**config.mk**
```make
export PLATFORM = sky130hd
export DESIGN_NAME = lsq_coef_solver
export DESIGN_NICKNAME = d
export VERILOG_FILES = /design/src/rtl/lsq_coef_solver_pkg.sv /design/src/rtl/lsq_round_sat.sv /design/src/rtl/lsq_coef_solver.sv
export SDC_FILE = /design/constraint.sdc
export NUM_CORES = 2
export LEC_CHECK = 0
export ABC_AREA = 1
export CAP_MARGIN = 10
export CORE_MARGIN = 3
export CORE_UTILIZATION = 53
export CTS_BUF_LIST = sky130_fd_sc_hd__clkbuf_2 sky130_fd_sc_hd__clkbuf_4 sky130_fd_sc_hd__clkbuf_8
export CTS_CLUSTER_SIZE = 8
export DETAILED_ROUTE_END_ITERATION = 7
export PLACE_DENSITY_LB_ADDON = 0.3
export SYNTH_ARGS = -nofsm -noshare
export SYNTH_HDL_FRONTEND = slang
export SYNTH_HIERARCHICAL = 1
export SYNTH_SLANG_ARGS = --single-unit
```
**constraint.sdc**
```tcl
create_clock -name clk -period 26.2 [get_ports clk]
set_input_delay 5.24 -clock clk [delete_from_list [all_inputs] [get_ports clk]]
set_output_delay 5.24 -clock clk [all_outputs]
set_load 0.03 [all_outputs]
```
**src/rtl/lsq_coef_solver_pkg.sv**
```systemverilog
// Shared definitions for the Longstaff-Schwartz regression coefficient solver.
//   - FSM state encoding (3-bit) and the enum built on it
//   - operand formats of the inverse terms and the X'Y sums
//   - internal datapath widths (operand, product, accumulator)
package lsq_coef_solver_pkg;

   localparam logic [2:0] S_IDLE = 3'd0;
   localparam logic [2:0] S_MUL0 = 3'd1;
   localparam logic [2:0] S_MUL1 = 3'd2;
   localparam logic [2:0] S_MUL2 = 3'd3;
   localparam logic [2:0] S_MUL3 = 3'd4;
   localparam logic [2:0] S_OUT  = 3'd5;

   typedef enum logic [2:0] {
      IDLE = S_IDLE,
      MUL0 = S_MUL0,
      MUL1 = S_MUL1,
      MUL2 = S_MUL2,
      MUL3 = S_MUL3,
      OUT  = S_OUT
   } state_t;

   localparam int INV00_W    = 32;
   localparam int INV00_FRAC = 10;
   localparam int INV01_W    = 20;
   localparam int INV01_FRAC = 8;
   localparam int INV11_W    = 21;
   localparam int INV11_FRAC = 6;
   localparam int XTY_W      = 33;

   // Fraction bits of the price-domain sums produced by the XTX/XTY stages.
   localparam int PRICE_FRAC = 8;

   localparam int OPND_W = 34;
   localparam int PROD_W = 2 * OPND_W;
   localparam int ACC_W  = PROD_W + 1;

   function automatic logic [OPND_W-1:0] zext_xty(input logic [XTY_W-1:0] v);
      return {{(OPND_W-XTY_W){1'b0}}, v};
   endfunction

endpackage

```
**src/rtl/lsq_round_sat.sv**
```systemverilog
// Arithmetic right shift with half-up rounding and saturation to a signed
// OUT_W result. Purely combinational.
//   din  : signed IN_W value
//   dout : signed OUT_W value, round(din / 2^SHIFT) clamped to the OUT_W range
module lsq_round_sat #(
   parameter int IN_W  = 69,
   parameter int SHIFT = 2,
   parameter int OUT_W = 32
) (
   input  logic signed [IN_W-1:0]  din,
   output logic signed [OUT_W-1:0] dout
);

   localparam int EXT_W = IN_W + 1;

   logic signed [EXT_W-1:0]   biased;
   logic signed [EXT_W-1:0]   shifted;
   logic        [EXT_W-OUT_W:0] upper;

   // One guard bit keeps the half-LSB add from wrapping at the positive limit.
   generate
      if (SHIFT > 0) begin : g_round
         localparam logic [EXT_W-1:0] HALF = EXT_W'(1) << (SHIFT - 1);
         assign biased = {din[IN_W-1], din} + HALF;
      end else begin : g_noround
         assign biased = {din[IN_W-1], din};
      end
   endgenerate

   assign shifted = biased >>> SHIFT;
   assign upper   = shifted[EXT_W-1:OUT_W-1];

   // Result fits only when every bit above the output sign bit equals it.
   always_comb begin
      if (&upper || ~|upper)
         dout = shifted[OUT_W-1:0];
      else if (shifted[EXT_W-1])
         dout = {1'b1, {(OUT_W-1){1'b0}}};
      else
         dout = {1'b0, {(OUT_W-1){1'b1}}};
   end

endmodule

```
**src/rtl/lsq_coef_solver.sv**
```systemverilog
// Regression coefficient solver: beta = inv(X'X) * X'Y using one shared
// 34x34 signed multiplier over four cycles, with a one-deep X'Y buffer.
//   clk, rst              : clock, async active-high reset
//   inv_valid, inv00/01/11: inverse terms (level valid)
//   xty_valid, xty0/1     : X'Y sums (one-cycle pulse)
//   beta_valid, beta0/1   : coefficients, pulse on update
//   busy                  : solve in progress
//   xty_ovf               : sticky, X'Y arrived with both slots full
//
// state | meaning
// IDLE  | waiting for both inverse and X'Y operands
// MUL0  | acc0 <= inv00*xty0
// MUL1  | acc0 += inv01*xty1
// MUL2  | acc1 <= inv01*xty0
// MUL3  | acc1 += inv11*xty1
// OUT   | round/saturate into beta, release operands, drain pending X'Y
module lsq_coef_solver
   import lsq_coef_solver_pkg::*;
#(
   parameter int OUT_W    = 32,
   parameter int OUT_FRAC = 16,
   parameter int XTY_FRAC = PRICE_FRAC,
   parameter int INV_FRAC = INV00_FRAC
) (
   input  logic                     clk,
   input  logic                     rst,
   input  logic                     inv_valid,
   input  logic [INV00_W-1:0]       inv00,
   input  logic [INV01_W-1:0]       inv01,
   input  logic [INV11_W-1:0]       inv11,
   input  logic                     xty_valid,
   input  logic [XTY_W-1:0]         xty0,
   input  logic [XTY_W-1:0]         xty1,
   output logic                     beta_valid,
   output logic signed [OUT_W-1:0]  beta0,
   output logic signed [OUT_W-1:0]  beta1,
   output logic                     busy,
   output logic                     xty_ovf
);

   localparam int SHIFT = INV_FRAC + XTY_FRAC - OUT_FRAC;
   localparam int SH01  = INV_FRAC - INV01_FRAC;
   localparam int SH11  = INV_FRAC - INV11_FRAC;

   state_t                    state;
   logic                      inv_got, xty_got, pend_got;
   logic signed [OPND_W-1:0]  inv00_r, inv01_r, inv11_r;
   logic        [OPND_W-1:0]  xty0_r, xty1_r, pend0_r, pend1_r;
   logic signed [ACC_W-1:0]   acc0, acc1;
   logic signed [OPND_W-1:0]  mul_a, mul_b;
   logic signed [PROD_W-1:0]  prod;
   logic signed [ACC_W-1:0]   prod_ext;
   logic signed [OUT_W-1:0]   beta0_nx, beta1_nx;

   always_comb begin
      mul_a = inv00_r;
      mul_b = xty0_r;
      case (state)
         MUL1: begin mul_a = inv01_r; mul_b = xty1_r; end
         MUL2: begin mul_a = inv01_r; mul_b = xty0_r; end
         MUL3: begin mul_a = inv11_r; mul_b = xty1_r; end
         default: ;
      endcase
   end

   // X'Y operands are zero-extended, so their top bit is always 0 here.
   assign prod     = mul_a * mul_b;
   assign prod_ext = {prod[PROD_W-1], prod};

   lsq_round_sat #(.IN_W(ACC_W), .SHIFT(SHIFT), .OUT_W(OUT_W)) u_rs0 (
      .din  (acc0),
      .dout (beta0_nx)
   );

   lsq_round_sat #(.IN_W(ACC_W), .SHIFT(SHIFT), .OUT_W(OUT_W)) u_rs1 (
      .din  (acc1),
      .dout (beta1_nx)
   );

   always_ff @(posedge clk or posedge rst) begin
      if (rst) begin
         state      <= IDLE;
         busy       <= 1'b0;
         beta_valid <= 1'b0;
         beta0      <= '0;
         beta1      <= '0;
         xty_ovf    <= 1'b0;
         inv_got    <= 1'b0;
         xty_got    <= 1'b0;
         pend_got   <= 1'b0;
         inv00_r    <= '0;
         inv01_r    <= '0;
         inv11_r    <= '0;
         xty0_r     <= '0;
         xty1_r     <= '0;
         pend0_r    <= '0;
         pend1_r    <= '0;
         acc0       <= '0;
         acc1       <= '0;
      end else begin
         beta_valid <= 1'b0;

         // Align all inverse terms to INV_FRAC fraction bits on capture.
         if (inv_valid && !inv_got) begin
            inv00_r <= {{(OPND_W-INV00_W){inv00[INV00_W-1]}}, inv00};
            inv01_r <= {{(OPND_W-INV01_W-SH01){inv01[INV01_W-1]}}, inv01, {SH01{1'b0}}};
            inv11_r <= {{(OPND_W-INV11_W-SH11){inv11[INV11_W-1]}}, inv11, {SH11{1'b0}}};
            inv_got <= 1'b1;
         end

         // In OUT the main slot is being released, so arrivals are handled there.
         if (state != OUT && xty_valid) begin
            if (!xty_got) begin
               xty0_r  <= zext_xty(xty0);
               xty1_r  <= zext_xty(xty1);
               xty_got <= 1'b1;
            end else if (!pend_got) begin
               pend0_r  <= zext_xty(xty0);
               pend1_r  <= zext_xty(xty1);
               pend_got <= 1'b1;
            end else begin
               xty_ovf <= 1'b1;
            end
         end

         case (state)
            IDLE: begin
               if (inv_got && xty_got) begin
                  state <= MUL0;
                  busy  <= 1'b1;
               end
            end
            MUL0: begin
               acc0  <= prod_ext;
               state <= MUL1;
            end
            MUL1: begin
               acc0  <= acc0 + prod_ext;
               state <= MUL2;
            end
            MUL2: begin
               acc1  <= prod_ext;
               state <= MUL3;
            end
            MUL3: begin
               acc1  <= acc1 + prod_ext;
               state <= OUT;
            end
            OUT: begin
               beta0      <= beta0_nx;
               beta1      <= beta1_nx;
               beta_valid <= 1'b1;
               busy       <= 1'b0;
               state      <= IDLE;
               inv_got    <= 1'b0;
               if (pend_got) begin
                  xty0_r <= pend0_r;
                  xty1_r <= pend1_r;
                  if (xty_valid) begin
                     pend0_r <= zext_xty(xty0);
                     pend1_r <= zext_xty(xty1);
                  end else begin
                     pend_got <= 1'b0;
                  end
               end else if (xty_valid) begin
                  xty0_r <= zext_xty(xty0);
                  xty1_r <= zext_xty(xty1);
               end else begin
                  xty_got <= 1'b0;
               end
            end
            default: begin
               state <= IDLE;
               busy  <= 1'b0;
            end
         endcase
      end
   end

endmodule

```
## After elaboration in Yosys (flattened, before gate mapping)

Index checks and enable logic that the tools add are counted.

| storage, ports and cells | value |
|---|---|
| output and inout port bits | 67 |
| register bits | 420 |
| input bits | 143 |

| operators by class | value |
|---|---|
| reduce and logical (&&, ||, !) cells | 21 |
| muxes and demuxes | 46 |
| multipliers | 1 |
| bitwise gates (word level) | 1 |
| add/sub/neg operators | 4 |
| eq/ne operators | 7 |

Operators by type and width:

| operator | number |
|---|---|
| $mux 34 | 23 |
| $pmux 69 s2 | 2 |
| $add 69x3->70 const B | 2 |
| $add 69x68->69 | 2 |
| $mux 32 | 4 |
| $reduce_and 37->1 | 2 |
| $reduce_or 37->1 | 2 |
| $mul 34x34->68 | 1 |
| $pmux 34 s2 | 1 |
| $pmux 3 s5 | 1 |
| $mux 1 | 13 |
| $eq 3x2->1 const B | 2 |
| $eq 3x3->1 const B | 2 |
| $reduce_bool 2->1 | 3 |
| $reduce_or 2->1 | 2 |
| $reduce_or 4->1 | 1 |
| $eq 3x1->1 const B | 1 |
| $logic_and 1x1->1 | 3 |
| $logic_not 1->1 | 3 |
| $logic_not 3->1 | 1 |
| $mux 3 | 1 |
| $ne 3x3->1 const B | 1 |
| $reduce_and 3->1 | 1 |
| $logic_or 1x1->1 | 2 |
| 4 further kinds | 4 |

## Depth between registers and ports, before layout

| depth | value |
|---|---|
| depth in word-level cells | 6 |
| depth in mapped cells | 58 |
| gate-level depth less buffers | 55 |

## Hierarchy

Netlist, hierarchy kept.

Modules (own cells, without submodules):

| module | area an instance (um^2) | instances | cells an instance |
|---|---|---|---|
| lsq_coef_solver | 69883.3 | 1 | 9280 |
| lsq_round_sat | 2936.6 | 2 | 677 |

## Worst setup path after synthesis

No wires, ideal clock.

| timing path | value |
|---|---|
| path type | register to register |
| from | reg state[0] |
| to | reg acc1[68] |
| buffers on the path | 3 |
| slack | 16.199 ns |
| arrival | 9.883 ns |
| clock period less this slack | 10.001 ns |
| cell stages (with the launch flop) | 49 |
| cell sequence | dfrtp_1 nor2_1 inv_2 nor2_8 clkinv_2 nand2_2 buf_6 buf_4 nand2_1 o21ai_1 inv_1 buf_2 nor2_1 fa_1 fa_1 fa_1 inv_1 fa_1 (+13 left out) or2_2 nand2_1 nand2_1 and2_1 ha_1 nand2_1 nor2_1 nand2_1 nor2_1 nand2_1 nor2_1 nand2_1 nand3_1 nand2_1 nand3_1 nand2_1 nand3_1 nand2_1 |

| between the ends | value |
|---|---|
| longest elaborated chain between the ends | 6 |

Ends and longest elaborated chain:

| item | line | source |
|---|---|---|
| start, declared | lsq_coef_solver.sv:45 | `state_t state;` |
| start signal, assigned | lsq_coef_solver.sv:82 | `state <= IDLE;` |
| start signal, assigned | lsq_coef_solver.sv:129 | `state <= MUL0;` |
| start signal, assigned | lsq_coef_solver.sv:135 | `state <= MUL1;` |
| $eq 3x2->1, or another cell as far along | lsq_coef_solver.sv:58, lsq_coef_solver.sv:126 |  |
| $reduce_or 2->1 (no line) | n/a |  |
| $pmux 34 s2 or $mux 34 (tied branches) | lsq_coef_solver.sv:58 | `case (state)` |
| $mul 34x34->68 | lsq_coef_solver.sv:67 | `assign prod = mul_a * mul_b;` |
| $add 69x68->69 | lsq_coef_solver.sv:146 | `acc1 <= acc1 + prod_ext;` |
| $pmux 69 s2 | lsq_coef_solver.sv:126 | `case (state)` |
| end signal, assigned | lsq_coef_solver.sv:142 | `acc1 <= prod_ext;` |
| end signal, assigned | lsq_coef_solver.sv:146 |  |
| end, declared | lsq_coef_solver.sv:49 | `logic signed [ACC_W-1:0] acc0, acc1;` |

Several ways; a longest one is shown, not always the timed one.
A chain may end at the register's enable or synchronous reset.

## Worst setup path after layout

| timing path | value |
|---|---|
| from | reg state[1] |
| to | reg acc1[68] |

Same word-level chain as after synthesis.

==> impl_metrics.csv <==
group,metric,value,unit
status,status,"finished, final reports clean",
cts,numClockSinks,420,
setup_path,critPathLaunch,"state[1]",
cts,numCtsBuffers,82,
sta,worst_slew_pin_slew,1.22,ns
routing,via_count,74300,
grt,grt_pass1_vias,73700,
yosys,syn-cell-area,0.0758,mm^2
sta,setup_tns,0,ns
cts,cts.repair.resized,0,
sta,min_period_over_period,0.576,
yosys,synth-main-ff-cell,"dfrtp_1",
setup_path,reg2reg_slack,11.11,ns
setup_path,max_stage_delay,1.04,ns
yosys,synthCells,10600,
die,initial_core_util,0.534,
setup_path,crit_required,26.89,ns
grt,grt_max_degree,137,
yosys,yosys_warnings,6,
cts,cts-hold-fix-buffers,0,
grt,grt.total_usage,0.430,
setup_path,start_kind,"flip-flop",
yosys,ys_ff_latch,420,
cts,cts_max_level,3,
grt,grt_pass1_wl,467000,um
routing,drtPass1Iterations,7,
die,die_x,384,um
yosys,yosys.area.top_type_share,0.316,
run,drv_cap,0,
die,coreArea,0.142,mm^2
grt,gr-total-overflow,0,
setup_path,reg2reg_from,"state[1]",
yosys,synth-edff-count,0,
placed_design,gp_congestion,1.05,
layout,finalNonFillerCells,12700,
cts,clockRootBuffer,"clkbuf_8",
placed_design,hpwl,257000,um
routing,drc,0,
sta,rsz0062_at_grt,"false",
routing,ant_nets,0,
sta,period_minus_slack,15.09,ns
setup_path,rr_endpoint,"acc1[68]",
yosys,syn_area_per_cell,7.12,um^2
sta,setup_violations,0,
cts,clk_latency,0.85,ns
routing,wl_per_cell,24.8,um
sta,slew_headroom,0.185,
yosys,synth_cell_types,55,
layout,layout-drive-gt1-share,0.0431,
setup_path,endpoint_kind,"flip-flop",
hold_path,worstHoldPathType,"reg2reg",
die,io-pin-count,210,
sta,timing.fmax,66.2,MHz
routing,drt_iter0_drc,9644,
setup_path,path_common_cell,"nand2_1",
yosys,synthTopCellsByArea,"fa_1, nand2_1, dfrtp_1",
yosys,synth-seq-area-share,0.139,
cts,path_clk_slew,0.06,ns
cts,cts_buffer_depth,3,
setup_path,path_max_fanout,58,
yosys,async_flop_share,1.00,
placed_design,placedCellCount,12500,
routing,wl,315000,um
layout,finalNetCount,12400,
sta,skew,0.0565,ns
die,fp.dieH,384,um
cts,cts_tree,"yes",
grt,antenna_found_initial,29,
setup_path,path_class,"reg2reg",
yosys,synth_top_area_cell,"fa_1",
setup_path,r2r_cells,46,
sta,final_hold_viol_count,0,
routing,viasPerCell,5.84,
setup_path,critPathArrivalTime,15.79,ns
setup_path,critPathSlowestCell,"fa_1",
placed_design,port_buffers,209,
layout,area_growth,8.21,%
setup_path,critPathCapture,"acc1[68]",
sta,final_max_slew_viol_count,0,
cts,postCtsSetupRepairBufs,0,
die,row_count,138,
die,die-area,0.148,mm^2
yosys,syn_nets,12300,
-- area by class of cell --
class,instances,area [um^2]
clock inverter,24,310
antenna,15,37.5
timing repair buffer,342,3130
clock buffer,125,1560
multi-input combinational,7806,56200
sequential,420,10500
inverter,2090,7850
fill,13400,59800
tap,1890,2360
-- flip-flops by register name (all words and copies together) (netlist names), 3 cells and up, named ones only --
signal,count
acc0,69
acc1,69
pend0_r,34
pend1_r,34
xty0_r,33
xty1_r,33
beta0,32
beta1,32
inv00_r,32
inv11_r,21
inv01_r,20
state,3
-- how the worst min path moves through the flow --
stage               depth (start not counted)  startpoint  slack, ns   endpoint
floorplan                                   2     acc0[0]       0.46    acc0[0]
global placement                            2   beta0[31]       0.46  beta0[31]
detailed placement                          2    beta0[2]       0.46   beta0[2]
CTS                                         2    beta0[2]       0.47   beta0[2]
global route                                2   beta0[13]       0.49  beta0[13]
finish                                      2    beta0[2]       0.47   beta0[2]
-- Yosys cell counts (3+ instances only) --
cell type,n
o22ai_1,36
a21boi_0,8
mux2_2,26
o21bai_1,52
nor2_2,13
nor4_1,15
a31oi_1,30
o221ai_1,67
nand2_1,2801
ha_1,348
nand3b_1,42
inv_2,34
o21ai_2,20
clkbuf_1,182
buf_1,20
or2_2,14
buf_4,11
clkinv_1,7
buf_2,98
o21ai_0,357
dfrtp_1,420
a21oi_2,8
fa_1,1195
nand2_2,11
inv_1,2048
nand3_1,373
buf_6,7
a21o_1,11
and2_1,30
nand4_1,89
xnor2_1,56
nor3_1,39
nor2_8,3
o211ai_1,13
nor2_4,7
o21ai_1,38
o21a_1,12
nor2_1,1531
xor2_1,65
a21oi_1,477
-- cell usage in the layout (no fill, tap or decap), types with 11 or more instances in the layout --
| cell type | instances |
|---|---|
| a21o_1 | 11 |
| a21oi_1 | 462 |
| a21oi_2 | 22 |
| a31oi_1 | 30 |
| and2_1 | 30 |
| buf_4 | 130 |
| clkbuf_4 | 25 |
| clkbuf_8 | 100 |
| clkdlybuf4s50_1 | 209 |
| dfrtp_1 | 420 |
| diode_2 | 15 |
| fa_1 | 1195 |
| ha_1 | 348 |
| inv_1 | 2046 |
| inv_2 | 35 |
| mux2_2 | 26 |
| nand2_1 | 2797 |
| nand2_2 | 11 |
| nand3_1 | 372 |
| nand3b_1 | 42 |
| nand4_1 | 89 |
| nor2_1 | 1531 |
| nor2_2 | 12 |
| nor3_1 | 39 |
| nor4_1 | 15 |
| o211ai_1 | 13 |
| o21a_1 | 12 |
| o21ai_0 | 351 |
| o21ai_1 | 36 |
| o21ai_2 | 28 |
| o21bai_1 | 52 |
| o221ai_1 | 67 |
| o22ai_1 | 35 |
| or2_2 | 14 |
| xnor2_1 | 56 |
| xor2_1 | 57 |
-- cells by family after synthesis --
logic type	Yosys count	share of synthesized area
simple gates	4978	0.263
buf+inv	2408	0.122
mux	26	0.00386
xor+xnor	121	0.0140
fa+ha+maj	1543	0.373
compound gates	1138	0.0848
flops	420	0.139
-- worst max-delay path, delay by kind of cell, from the launching register on --
kind | cells | cell delay, ns
and+or+nand+nor | 24 | 4.84
adders and majority gates | 10 | 6.26
DFF | 1 | 0.42
buffers and inverters | 11 | 3.15
AOI/OAI and AO/OA | 1 | 0.16
-- through the flow --
| step | setup slack, ns | util | hold slack, ns | instance area, um^2 |
|---|---|---|---|---|
| CTS | 11.59 | 0.578 | 0.472 | 81900 |
| global placement | 11.61 | 0.564 | 0.456 | 80000 |
| global route | 10.48 | 0.578 | 0.495 | 81900 |
| finish | 11.11 | 0.578 | 0.467 | 82000 |
| detailed placement | 11.66 | 0.565 | 0.458 | 80000 |
| floorplan | 9.27 | - | 0.459 | 75800 |
-- metal layers --
metal  share of wire  GRT usage  vias up
li1                -          -    32400
met1            0.41      0.608    36300
met2            0.40      0.600     4574
met3            0.13      0.137      984
met4           0.056      0.196       20
met5         0.00039          0        -
Power is not shown: default switching activity piles up to over one toggle a cycle in this logic, so the estimate is an artifact.
